--- src/rtl/instr_fetch.sv ---
// Instruction fetch unit: FETCH/ISSUE sequencer that owns the PC and latches the fetched word.
// Latency: instruction valid the cycle after imem_ack; minimum fetch-to-fetch period is 2 cycles.
// Backpressure: stall holds ISSUE (pc, instr, state frozen); memory wait holds FETCH at the same address.
// Ports:
//   clk, rst                  clock, synchronous active-high reset
//   imem_req/imem_addr        fetch request and byte address (address is always pc)
//   imem_ack/imem_rdata       memory response, sampled only in FETCH
//   stall                     downstream not ready, holds the issued instruction
//   branch/zero/branch_imm    conditional branch controls for the issued instruction
//   jump/jump_target          jump controls for the issued instruction (highest priority)
//   instr/opcode              latched instruction word and its opcode field
//   pc/pc_plus4               current pc and pc + 4
//   instr_valid               instr/opcode hold a valid instruction
module instr_fetch (
  input  logic        clk,
  input  logic        rst,
  output logic        imem_req,
  output logic [31:0] imem_addr,
  input  logic        imem_ack,
  input  logic [31:0] imem_rdata,
  input  logic        stall,
  input  logic        branch,
  input  logic        zero,
  input  logic [15:0] branch_imm,
  input  logic        jump,
  input  logic [25:0] jump_target,
  output logic [31:0] instr,
  output logic [5:0]  opcode,
  output logic [31:0] pc,
  output logic [31:0] pc_plus4,
  output logic        instr_valid
);

  typedef enum logic {
    FETCH = 1'b0,
    ISSUE = 1'b1
  } state_t;

  state_t      state_q, state_d;
  logic [31:0] pc_q, pc_d;
  logic [31:0] instr_q, instr_d;
  logic [31:0] branch_off;
  logic [31:0] next_pc;

  assign pc_plus4   = pc_q + 32'd4;
  assign branch_off = {{14{branch_imm[15]}}, branch_imm, 2'b00};

  // Target selection; jump outranks a taken branch. Low bits are cleared so
  // the pc stays word aligned regardless of the selected source.
  always_comb begin
    next_pc = pc_plus4;
    if (jump) begin
      next_pc = {pc_plus4[31:28], jump_target, 2'b00};
    end else if (branch && zero) begin
      next_pc = pc_plus4 + branch_off;
    end
    next_pc[1:0] = 2'b00;
  end

  always_comb begin
    state_d = state_q;
    pc_d    = pc_q;
    instr_d = instr_q;
    case (state_q)
      FETCH: begin
        if (imem_ack) begin
          instr_d = imem_rdata;
          state_d = ISSUE;
        end
      end
      ISSUE: begin
        // Acks arriving here are stray and are dropped.
        if (!stall) begin
          pc_d    = next_pc;
          state_d = FETCH;
        end
      end
      default: state_d = FETCH;
    endcase
  end

  always_ff @(posedge clk) begin
    if (rst) begin
      state_q <= FETCH;
      pc_q    <= 32'd0;
      instr_q <= 32'd0;
    end else begin
      state_q <= state_d;
      pc_q    <= pc_d;
      instr_q <= instr_d;
    end
  end

  // Gated by rst so no request or valid instruction is presented while the
  // reset is pending, even before the registers have been cleared.
  assign imem_req    = (state_q == FETCH) && !rst;
  assign instr_valid = (state_q == ISSUE) && !rst;
  assign imem_addr   = pc_q;
  assign pc          = pc_q;
  assign instr       = instr_q;
  assign opcode      = instr_q[31:26];

endmodule
--- config.mk ---
export PLATFORM = sky130hd
export DESIGN_NAME = instr_fetch
export DESIGN_NICKNAME = d
export VERILOG_FILES = /design/src/rtl/instr_fetch.sv
export SDC_FILE = /design/constraint.sdc
export NUM_CORES = 1
export LEC_CHECK = 0
export BUFFER_PORTS_ARGS = -buffer_cell sky130_fd_sc_hd__buf_2
export CAP_MARGIN = 20
export CORE_ASPECT_RATIO = 0.5
export CORE_UTILIZATION = 44
export CTS_CLUSTER_SIZE = 25
export DETAILED_ROUTE_END_ITERATION = 10
export MAX_ROUTING_LAYER = met4
export PLACE_DENSITY = 0.82
export SLEW_MARGIN = 20
export SYNTH_ARGS = -nofsm -noshare
export SYNTH_HDL_FRONTEND = slang
export SYNTH_SLANG_ARGS = --single-unit
--- constraint.sdc ---
create_clock -name clk -period 3.85 [get_ports clk]
set_clock_uncertainty 0.15 [all_clocks]
set_input_delay 0.1925 -clock clk [delete_from_list [all_inputs] [get_ports clk]]
set_output_delay 0.1925 -clock clk [all_outputs]
set_load 0.03 [all_outputs]
==> results_dict.tcl <==
set metrics [dict create \
    status "finished, final reports clean" \
    grt_most_used_layer "met2" \
    root_buffer "clkbuf_16" \
    drcViolationCount 0 \
    setup_viol 0 \
    intPower_mw 1.53 \
    r2r_cells 14 \
    hold_path.class "input port to register" \
    timing.final.crit_share 0.973 \
    multi_input_area_mm2 0.00366 \
    rows 27 \
    synth_seq_cells 63 \
    synth_cells 677 \
    cts_tree "built" \
    crit_path_start "imem_addr[7]" \
    finalWeightedCongestion 0.976 \
    vias_per_cell 5.62 \
    grt_max_degree 48 \
    grt_antenna_before_repair 0 \
    syn_area_mm2 0.00512 \
    numCtsBuffers 9 \
    whs_ps 4.91 \
    die_x_um 155 \
    num_antenna_cells 0 \
    slowest_delay_ps 490 \
    port_buffers 210 \
    n_fill_cell 936 \
    area_growth_pct 43.7 \
    path_max_fanout 7 \
    num_io_pins 217 \
    critPathSlowestCell "a221o_4" \
    core_area_mm2 0.0111 \
    crit_end "imem_addr[28]" \
    crit-reg2reg-capture "imem_addr[28]" \
    synthFlopType "dfxtp_1" \
    endpoint_kind "register" \
    die_y_um 78.3 \
    grt_pass1_vias 5668 \
    combPwrFrac 0.307 \
    path_cells "and4_4 -> nand4_1 -> buf_4 -> nor3_4 -> xor2_2 -> ha_1 -> a21o_1 -> a21o_1 -> a21o_1 -> a221o_4 -> o21ai_2 -> a211o_1 -> mux2_1 -> a311oi_1" \
    die_area_mm2 0.0121 \
    drv_cap 0 \
    use_met1 0.389 \
    pwr_density_cell_mw_per_mm2 317 \
    slew_viol_final 0 \
    start_util 0.459 \
    vias 6025 \
    clk_latency_ps 330 \
    p_total_mw 2.33 \
    h-tree-depth 3 \
    clk_pin_slew_ps 60 \
    worstSetupPathType "register to register" \
    use_met2 0.506 \
    fmax_ghz 0.267 \
    drt_wl_total_mm 18.8 \
    cp.required_ps 3940 \
    relSlewSlack 0.308 \
    synth.distinct_cells 65 \
    reg2reg_slack_ps 100 \
    initialDrtViolationCount 616 \
    clockPowerShare 0.388 \
    cts.sinks 63 \
    r2r_start "imem_addr[7]" \
    cp.arrival_ps 3830 \
    routedWlPerCell_um 17.6 \
    seq_area_frac_synth 0.246 \
    fin_nets 1041 \
    regArea_mm2 0.00130 \
    leakage_nw 3.71 \
    firstDrtPassIters 6 \
    ir_drop_mv 0.211 \
    grt_pass1_wl_mm 28.8 \
    power_frac_seq 0.306 \
    drive_gt1_frac 0.375 \
    ys_warn_count 0 \
    hpwl_mm 13.2 \
    avgSynthCellArea_um2 7.56 \
    synth_edf_count 0 \
    hold_viol_final 0 \
    cts_buffer_depth 2 \
    grtUsageMet3 0.0569 \
    overflow 0 \
    swShare 0.345 \
    path_common_cell "a21o_1" \
    final.min_clock_period_ps 3750 \
    cp-start-kind "register" \
    power.switching_mw 0.805 \
    grt_use_total 0.312 \
    postRouteAntennaNets 0 \
    worst_slew_pin_slew_ps 1030 \
    async_reset_ff_frac 0 \
]
## cell families (layout without fill, tap and decap cells)
family          count (synthesis)  after routing  synth area share
compound gates                205            205             0.274
xor+xnor                       49             49            0.0838
fa+ha+maj                      37             37            0.0919
buf+inv                        85            331            0.0936
flops                          63             63             0.246
mux                             4              4           0.00807
other cells                     1              6          0.000733
simple gates                  233            233             0.202
## worst min-delay path by stage
stage | startpoint | end | slack (ps) | cells past startpoint
4_1_cts | jump_target[12] | imem_addr[14] | 3 | 3
3_3_place_gp | imem_ack | state_q | 260 | 2
5_1_grt | jump_target[12] | imem_addr[14] | 5 | 3
3_5_place_dp | imem_ack | state_q | 270 | 2
2_1_floorplan | rst | imem_addr[22] | 130 | 1
6_report | jump_target[6] | imem_addr[8] | 5 | 3
## cell usage after synthesis (3+ instances only)
library cell | number | area share
a21o_1 | 23 | 0.034
and4_1 | 5 | 0.0086
nor2b_1 | 3 | 0.0037
inv_1 | 10 | 0.0073
ha_1 | 36 | 0.088
a21oi_1 | 75 | 0.073
a211oi_1 | 8 | 0.012
xnor2_1 | 30 | 0.051
nor3_1 | 7 | 0.0068
buf_4 | 42 | 0.062
o21a_1 | 6 | 0.0088
o21bai_1 | 5 | 0.0073
nand2_1 | 124 | 0.091
clkbuf_1 | 26 | 0.019
o211ai_1 | 19 | 0.028
a211o_1 | 3 | 0.0051
nand2b_1 | 5 | 0.0061
nand3_1 | 16 | 0.016
and3_1 | 13 | 0.016
dfxtp_1 | 63 | 0.25
nand4_1 | 9 | 0.011
o21ai_2 | 3 | 0.0051
a31oi_1 | 10 | 0.012
nor2_1 | 41 | 0.030
o22ai_1 | 5 | 0.0061
o32ai_1 | 3 | 0.0051
and2_1 | 5 | 0.0061
buf_1 | 5 | 0.0037
xor2_1 | 19 | 0.033
mux2i_1 | 3 | 0.0059
o21ai_0 | 12 | 0.012
o31ai_1 | 4 | 0.0059
## worst max-delay path, delay by kind of cell (launching register included)
family	cells	cell delay, ps
mux	1	320
buf+inv	1	230
compound gates	7	1550
flops	1	370
xor+xnor	1	180
fa+ha+maj	1	280
simple gates	3	560
## state kept, by name (all words and copies together), names as in the netlist
name       cells
instr         32
imem_addr     30
state_q        1
## placed cells by master (no fill, tap or decap), drive strengths merged, types with 19 or more instances in the layout
cell type and n:
buf 271, ha 36, xor2 19, dfxtp 63, xnor2 30, o211ai 19
a21oi 75, nor2 41, nand2 124, dlygate4sd3 34, a21o 23
## per-layer routing
layer | up-vias | wire (µm)
met5 | - | 0
met1 | 2774 | 8150
li1 | 2872 | -
met3 | 40 | 1430
met4 | 0 | 499
met2 | 339 | 8760
## area by class of cell
type / instances / share of cell area
multi-input cells: 534 / 0.498
repair buffers: 305 / 0.251
flip-flops and latches: 63 / 0.176
clock buffers: 9 / 0.0306
well taps: 145 / 0.0247
clock inverters: 7 / 0.0141
inverters: 10 / 0.00510
## power by group through the flow
stage	Clock, mW	Sequential [mW]	Combinational (mW)
after floorplan	0	0.795	0.384
after global placement	0	0.724	0.643
after detailed placement	0	0.726	0.649
after CTS	0.918	0.712	0.683
after global routing	0.945	0.717	0.767
final	0.905	0.713	0.715
## what timing repair did
action	4_1_cts	5_1_grt
hold buffers	34	0
pin swaps	0	11
hold endpoints to repair	34	0
gates resized for setup	2	28
buffers inserted	0	10
setup endpoints to repair	2	9
## stage by stage
stage	setup slack (ps)	area [µm²]	cells	TNS [ps]	util
finish	104	7360	1073	0	0.660
global route	-53.2	7360	1073	-105	0.660
CTS	36.0	7150	1063	0	0.641
detailed placement	-50.2	6470	1013	-51.7	0.581
global placement	29.8	6470	1013	0	0.580
floorplan	-21.4	5300	682	-21.4	-
Power figures use the tool's default switching activity.
